File: config.mk
export PLATFORM = sky130hd
export DESIGN_NAME = lti_seq_system
export DESIGN_NICKNAME = d
export VERILOG_FILES = /design/src/rtl/lti_seq_system.sv
export SDC_FILE = /design/constraint.sdc
export NUM_CORES = 2
export LEC_CHECK = 0
export BUFFER_PORTS_ARGS = -buffer_cell sky130_fd_sc_hd__buf_4
export CAP_MARGIN = 20
export CELL_PAD_IN_SITES_DETAIL_PLACEMENT = 0
export CELL_PAD_IN_SITES_GLOBAL_PLACEMENT = 1
export CORE_ASPECT_RATIO = 1.75
export CORE_MARGIN = 2
export CORE_UTILIZATION = 45
export DETAILED_ROUTE_END_ITERATION = 12
export GPL_TIMING_DRIVEN = 0
export PLACE_DENSITY_LB_ADDON = 0.1
export RECOVER_POWER = 25
export SKIP_CTS_REPAIR_TIMING = 1
export SLEW_MARGIN = 20
export SYNTH_ARGS = -nofsm -noshare
export SYNTH_HDL_FRONTEND = slang
export SYNTH_SLANG_ARGS = --single-unit
File: constraint.sdc
create_clock -name clk -period 21.4 [get_ports clk]
set_input_delay 4.28 -clock clk [delete_from_list [all_inputs] [get_ports clk]]
set_output_delay 4.28 -clock clk [all_outputs]
set_load 0.01 [all_outputs]
File: src/rtl/lti_seq_system.sv
// lti_seq_system
// SISO delta-operator state-space filter built around one shared multiplier.
//   x <- sat(x + (A*x + B*u) >>> DEL),  y = sat((C*x + D*u) >>> CF)
// The coefficient matrix [[A B];[C D]] sits in a runtime-writable register
// file at address r*K+c.
// Ports:
//   clk, rst_n          clock, asynchronous active-low reset
//   ce_in, sig_in       sample strobe and signed input sample u
//   sig_out, ce_out     registered signed output y and its one-cycle strobe
//   busy                a sample is being computed
//   overrun             one-cycle pulse when a ce_in is dropped while busy
//   clear_state         synchronous state clear and abort
//   coef_we/addr/wdata  coefficient write port (ignored while busy)
module lti_seq_system #(
  parameter int NS  = 4,
  parameter int IW  = 16,
  parameter int OW  = 16,
  parameter int CW  = 16,
  parameter int SW  = 18,
  parameter int CF  = 15,
  parameter int DEL = 10,
  localparam int K   = NS + 1,
  localparam int AW  = $clog2(K * K),
  localparam int PW  = CW + SW,
  localparam int ACW = PW + $clog2(K),
  localparam int XW  = SW + CF
) (
  input  logic          clk,
  input  logic          rst_n,
  input  logic          ce_in,
  input  logic [IW-1:0] sig_in,
  output logic [OW-1:0] sig_out,
  output logic          ce_out,
  output logic          busy,
  output logic          overrun,
  input  logic          clear_state,
  input  logic          coef_we,
  input  logic [AW-1:0] coef_addr,
  input  logic [CW-1:0] coef_wdata
);
  localparam int KK   = K * K;
  localparam int RW   = $clog2(K);
  localparam int SUMW = ((XW > ACW) ? XW : ACW) + 1;
  localparam logic [XW-1:0] X_MAX = {1'b0, {(XW-1){1'b1}}};
  localparam logic [XW-1:0] X_MIN = {1'b1, {(XW-1){1'b0}}};
  localparam logic [OW-1:0] Y_MAX = {1'b0, {(OW-1){1'b1}}};
  localparam logic [OW-1:0] Y_MIN = {1'b1, {(OW-1){1'b0}}};

  typedef enum logic [1:0] {ST_IDLE, ST_MAC, ST_DRAIN, ST_UPDATE} state_t;

  state_t               state_q, state_d;
  logic [RW-1:0]        row_q, row_d, col_q, col_d;
  logic                 drain_q, drain_d;
  logic signed [SW-1:0] u_q, u_d;
  logic signed [SW-1:0] xs_q [NS];
  logic signed [SW-1:0] xs_d [NS];
  logic signed [CW-1:0] coef_q [KK];
  logic signed [CW-1:0] coef_d [KK];
  logic signed [XW-1:0] x_long_q [NS];
  logic signed [XW-1:0] x_long_d [NS];
  logic signed [ACW-1:0] dx_q [NS];
  logic signed [ACW-1:0] dx_d [NS];
  logic signed [ACW-1:0] y_acc_q, y_acc_d, acc_q, acc_d;
  logic signed [PW-1:0] prod_q, prod_d;
  logic                 pv_q, pv_d, plast_q, plast_d;
  logic [RW-1:0]        prow_q, prow_d;
  logic [OW-1:0]        sig_out_q, sig_out_d;
  logic                 ce_out_q, ce_out_d, overrun_q, overrun_d;

  logic [AW-1:0]         rd_addr;
  logic signed [CW-1:0]  coef_rd;
  logic signed [SW-1:0]  v_sel;
  logic signed [PW-1:0]  mult_full;
  logic signed [ACW-1:0] acc_sum;
  logic signed [ACW-1:0] y_shift;
  logic signed [SUMW-1:0] upd_sum;

  always_comb begin
    state_d   = state_q;
    row_d     = row_q;
    col_d     = col_q;
    drain_d   = drain_q;
    u_d       = u_q;
    xs_d      = xs_q;
    coef_d    = coef_q;
    x_long_d  = x_long_q;
    dx_d      = dx_q;
    y_acc_d   = y_acc_q;
    acc_d     = acc_q;
    prod_d    = prod_q;
    pv_d      = 1'b0;
    plast_d   = plast_q;
    prow_d    = prow_q;
    sig_out_d = sig_out_q;
    ce_out_d  = 1'b0;
    overrun_d = ce_in && (state_q != ST_IDLE) && !clear_state;
    upd_sum   = '0;
    y_shift   = '0;

    // Operand fetch for the current issue slot; column NS selects u.
    rd_addr = AW'(int'(row_q) * K + int'(col_q));
    coef_rd = coef_q[rd_addr];
    v_sel   = u_q;
    for (int c = 0; c < NS; c++) begin
      if (col_q == RW'(c)) v_sel = xs_q[c];
    end
    mult_full = PW'(coef_rd) * PW'(v_sel);

    // Accumulate stage, one cycle behind the product register.
    acc_sum = acc_q + ACW'(prod_q);
    if (pv_q) begin
      if (plast_q) begin
        acc_d = '0;
        if (prow_q == RW'(NS)) y_acc_d = acc_sum;
        for (int i = 0; i < NS; i++) begin
          if (prow_q == RW'(i)) dx_d[i] = acc_sum;
        end
      end else begin
        acc_d = acc_sum;
      end
    end

    case (state_q)
      ST_IDLE: begin
        if (ce_in && !clear_state) begin
          state_d = ST_MAC;
          row_d   = '0;
          col_d   = '0;
          u_d     = SW'($signed(sig_in));
          // Snapshot keeps the MAC on pre-update state for the whole sample.
          for (int i = 0; i < NS; i++) xs_d[i] = x_long_q[i][XW-1:CF];
        end
        if (coef_we && (int'(coef_addr) < KK)) coef_d[coef_addr] = coef_wdata;
      end
      ST_MAC: begin
        pv_d    = 1'b1;
        prod_d  = mult_full;
        prow_d  = row_q;
        plast_d = (col_q == RW'(NS));
        if (col_q == RW'(NS)) begin
          col_d = '0;
          if (row_q == RW'(NS)) begin
            state_d = ST_DRAIN;
            drain_d = 1'b0;
            row_d   = '0;
          end else begin
            row_d = row_q + 1'b1;
          end
        end else begin
          col_d = col_q + 1'b1;
        end
      end
      ST_DRAIN: begin
        if (!drain_q) begin
          drain_d = 1'b1;
        end else begin
          // Results are committed on entry to UPDATE so ce_out is high in it.
          state_d  = ST_UPDATE;
          drain_d  = 1'b0;
          ce_out_d = 1'b1;
          for (int i = 0; i < NS; i++) begin
            upd_sum = SUMW'(x_long_q[i]) + SUMW'(dx_q[i] >>> DEL);
            if (upd_sum[SUMW-1:XW-1] != {(SUMW-XW+1){upd_sum[SUMW-1]}})
              x_long_d[i] = upd_sum[SUMW-1] ? X_MIN : X_MAX;
            else
              x_long_d[i] = upd_sum[XW-1:0];
          end
          y_shift = y_acc_q >>> CF;
          if (y_shift[ACW-1:OW-1] != {(ACW-OW+1){y_shift[ACW-1]}})
            sig_out_d = y_shift[ACW-1] ? Y_MIN : Y_MAX;
          else
            sig_out_d = y_shift[OW-1:0];
        end
      end
      ST_UPDATE: state_d = ST_IDLE;
      default:   state_d = ST_IDLE;
    endcase

    // Clear overrides everything above, including a commit in this cycle.
    if (clear_state) begin
      state_d   = ST_IDLE;
      row_d     = '0;
      col_d     = '0;
      drain_d   = 1'b0;
      pv_d      = 1'b0;
      acc_d     = '0;
      ce_out_d  = 1'b0;
      sig_out_d = sig_out_q;
      for (int i = 0; i < NS; i++) x_long_d[i] = '0;
    end
  end

  always_ff @(posedge clk or negedge rst_n) begin
    if (!rst_n) begin
      state_q   <= ST_IDLE;
      row_q     <= '0;
      col_q     <= '0;
      drain_q   <= 1'b0;
      u_q       <= '0;
      y_acc_q   <= '0;
      acc_q     <= '0;
      prod_q    <= '0;
      pv_q      <= 1'b0;
      plast_q   <= 1'b0;
      prow_q    <= '0;
      sig_out_q <= '0;
      ce_out_q  <= 1'b0;
      overrun_q <= 1'b0;
      for (int i = 0; i < KK; i++) coef_q[i] <= '0;
      for (int i = 0; i < NS; i++) begin
        xs_q[i]     <= '0;
        x_long_q[i] <= '0;
        dx_q[i]     <= '0;
      end
    end else begin
      state_q   <= state_d;
      row_q     <= row_d;
      col_q     <= col_d;
      drain_q   <= drain_d;
      u_q       <= u_d;
      y_acc_q   <= y_acc_d;
      acc_q     <= acc_d;
      prod_q    <= prod_d;
      pv_q      <= pv_d;
      plast_q   <= plast_d;
      prow_q    <= prow_d;
      sig_out_q <= sig_out_d;
      ce_out_q  <= ce_out_d;
      overrun_q <= overrun_d;
      coef_q    <= coef_d;
      xs_q      <= xs_d;
      x_long_q  <= x_long_d;
      dx_q      <= dx_d;
    end
  end

  assign sig_out = sig_out_q;
  assign ce_out  = ce_out_q;
  assign overrun = overrun_q;
  assign busy    = (state_q != ST_IDLE);

endmodule

==> flow_summary.yaml <==
route:
  highest_layer: "met5"
  drt_iter0_drc: 2291
  avgRoutedWirePerCell_microns: 24.6
  drc: 0
  dr_wl_met2_mm: 93.7
  ant_nets: 0
  firstDrtPassIters: 7
  wl_met3_mm: 5.39
  wl_met1_mm: 62.4
  vias: 39800
  wl_mm: 174
  via_per_inst: 5.62
sta:
  finalSetupTns_ns: 0
  rsz0062_at_grt: "no"
  setup_violations: 0
  max_slew_margin_pct: -306
  hold_viol_final: 0
  fin_crit_ns: 13.34
  drv_slew: 237
  finalClockSkew_ns: 0.0451
  timing.final.crit_share_pct: 62.3
  timing.fmax_mhz: 75.0
  worstMarginPinSlew_ns: 6.09
placed_design:
  numPortBuffers: 60
  dp_cells: 6923
  place.gp.congestion: 0.939
  dp_hpwl_mm: 137
job:
  maxCapViolations: 5
synthesis:
  synth_commonest_cells: "853 x dfrtp_1, 672 x nand2_1, 541 x mux2_2"
  ys_types: 96
  synthesis.nets: 5802
  yosysWarnings: 0
  synth-seq-cells: 853
  synth_top_area_share_pct: 38.3
  synth_area_leaders: "dfrtp_1 38%, mux2_2 11%, fa_1 11%"
  async_flop_share_pct: 100
  synth.avg_cell_area_sq_um: 10.7
  synth-edff-count: 0
  synth_most_common_cell: "dfrtp_1"
  synth_ff_type: "dfrtp_1"
  yosysTopAreaCell: "dfrtp_1"
  netlist_instances: 5185
  seq_area_frac_synth_pct: 38.3
  synth.cell_area_sq_mm: 0.0557
power:
  internal_power_mw: 4.05
  switchingPower_mw: 2.82
  seqPwrFrac_pct: 30.7
  total_power_mw: 6.87
  irDropWorstVdd_uv: 93.7
  power_leakage_nw: 30.5
  sw_frac_of_total_pct: 41.0
  clkPwrFrac_pct: 23.8
  combPwrFrac_pct: 45.4
  p_per_area_mw_per_mm2: 111
global_routing:
  gr-usage-all-layers_pct: 27.9
  grt_pass1_vias: 42600
  antenna_found_initial: 4
  grt_max_degree: 147
  grt-ovfl-total: 0
  grt_pass1_wl_mm: 265
clock_tree:
  tritoncts: "yes"
  htree_levels: 3
  cts_root_buf: "clkbuf_16"
  cts_buffers: 86
  clk_pin_slew_ns: 0.06
  clkLatencyLatePin_ns: 0.71
  clock_sinks: 853
  clockBufferDepth: 3
critical_path:
  cpMostUsedCell: "clkbuf_1"
  worstSetupStartpointType: "input port"
  cp_top_family: "buffers and inverters"
  arrival_ns: 12.66
  critPathKind: "in2async"
  crit_fanout: 116
  crit_slowest_cell: "clkbuf_1"
  endpoint_kind: "asynchronous set/reset pin"
  cpPeakStageDelay_ns: 4.48
  path_buf_inv: 2
  crit_chain: "clkbuf_1, clkbuf_1"
  required_ns: 20.72
floorplanning:
  fp.dieW_microns: 270
  dieArea_sq_mm: 0.127
  boundaryPins: 61
  initial_utilization_pct: 45.4
  num_rows: 170
  core-area_sq_mm: 0.123
  fp.dieH_microns: 470
cells_and_area:
  fin_nets: 5996
  area_growth_pct: 10.8
  final_cells: 7085
  final_util_pct: 50.3
  layout-drive-gt1-share_pct: 18.3
hold_path:
  hp-class: "reg2reg"
status:
  status: "finished, violations left"
  violations: "capacitance limit, slew limit"
## tightest hold or removal path, cell delays in order, from the launching register on
cell     delay [ns]
dfrtp_1        0.35
nand2_1        0.05
nand2_1        0.05
## state kept, by name, summed over array words and instances, names as in the netlist, 16 cells and up
signal	count
acc_q	37
u_q	16
xs_q	72
coef_q	400
x_long_q	132
y_acc_q	22
sig_out	16
prod_q	34
dx_q	108
## layer usage
metal	up-vias	track usage [%]
met3	361	2.86
met4	2	16.9
li1	18300	-
met2	763	52.1
met5	-	0
met1	20400	30.1
## metrics by stage
step | hold slack, ns | worst slack (ns) | instance area [sq um]
3_3_place_gp | 0.464 | 5.72 | 58200
6_report | 0.482 | 8.06 | 61700
2_1_floorplan | 0.446 | 12.47 | 55700
4_1_cts | 0.484 | 10.05 | 62100
3_5_place_dp | 0.463 | 10.07 | 59100
5_1_grt | 0.496 | 5.81 | 61700
## layout by cell type, fill, tap and decap left out, types with 52 or more instances in the layout
cell         n
nand2_1    672
clkbuf_16   86
xor2_1      60
nor2_1     335
ha_1       278
nand2b_1    52
mux4_2     112
fa_1       297
mux2i_1     60
dfrtp_1    853
a21o_1     101
inv_1      367
nor2b_1     54
mux2_2     541
xnor2_1    110
a21oi_1    192
buf_4       72
o21a_1      53
o21ai_0    251
clkbuf_1   202
## cells by family (layout without fill, tap and decap cells)
kind of cell,Yosys count,after routing,synth area share (%)
AOI/OAI and AO/OA,904,904,10.7
and+or+nand+nor,1355,1355,10.6
other,0,1,0
xor gates and xnor gates,171,171,2.69
buffers and inverters,609,874,4.21
muxes,718,718,16.6
DFF,853,853,38.3
adders and majority gates,575,575,16.9
## power by group through the flow
| stage | logic [mW] | registers [mW] | clock network, mW |
|---|---|---|---|
| after CTS | 3.22 | 2.11 | 1.68 |
| final | 3.12 | 2.11 | 1.64 |
| after global placement | 3.07 | 2.13 | 0 |
| after floorplan | 1.96 | 2.06 | 0 |
| after detailed placement | 3.20 | 2.14 | 0 |
| after global routing | 3.38 | 2.14 | 1.74 |
## path summary, 6_finish.rpt
check,startpoint,slack [ns],cells past startpoint,end
worst max-delay path,rst_n,8.06,2,coef_q[109]
worst min-delay path,dx_q[137],0.48,2,dx_q[137]
worst max register to register,row_q[1],10.40,32,prod_q[30]
worst min register to register,dx_q[137],0.48,2,dx_q[137]
max in group clk,row_q[1],10.40,32,prod_q[30]
min in group asynchronous,rst_n,5.50,1,coef_q[371]
## cell type report
type / count / area [sq um]
fillers: 11400 / 61000
multi-input cells: 3723 / 32100
flip-flops and latches: 853 / 21300
clock buffers: 108 / 2370
well taps: 1634 / 2040
inverters: 367 / 1380
plain buffers: 242 / 977
repair buffers: 106 / 841
clock inverters: 51 / 668
diodes: 1 / 2.50
Note: power is estimated with default switching activity, not from simulation.
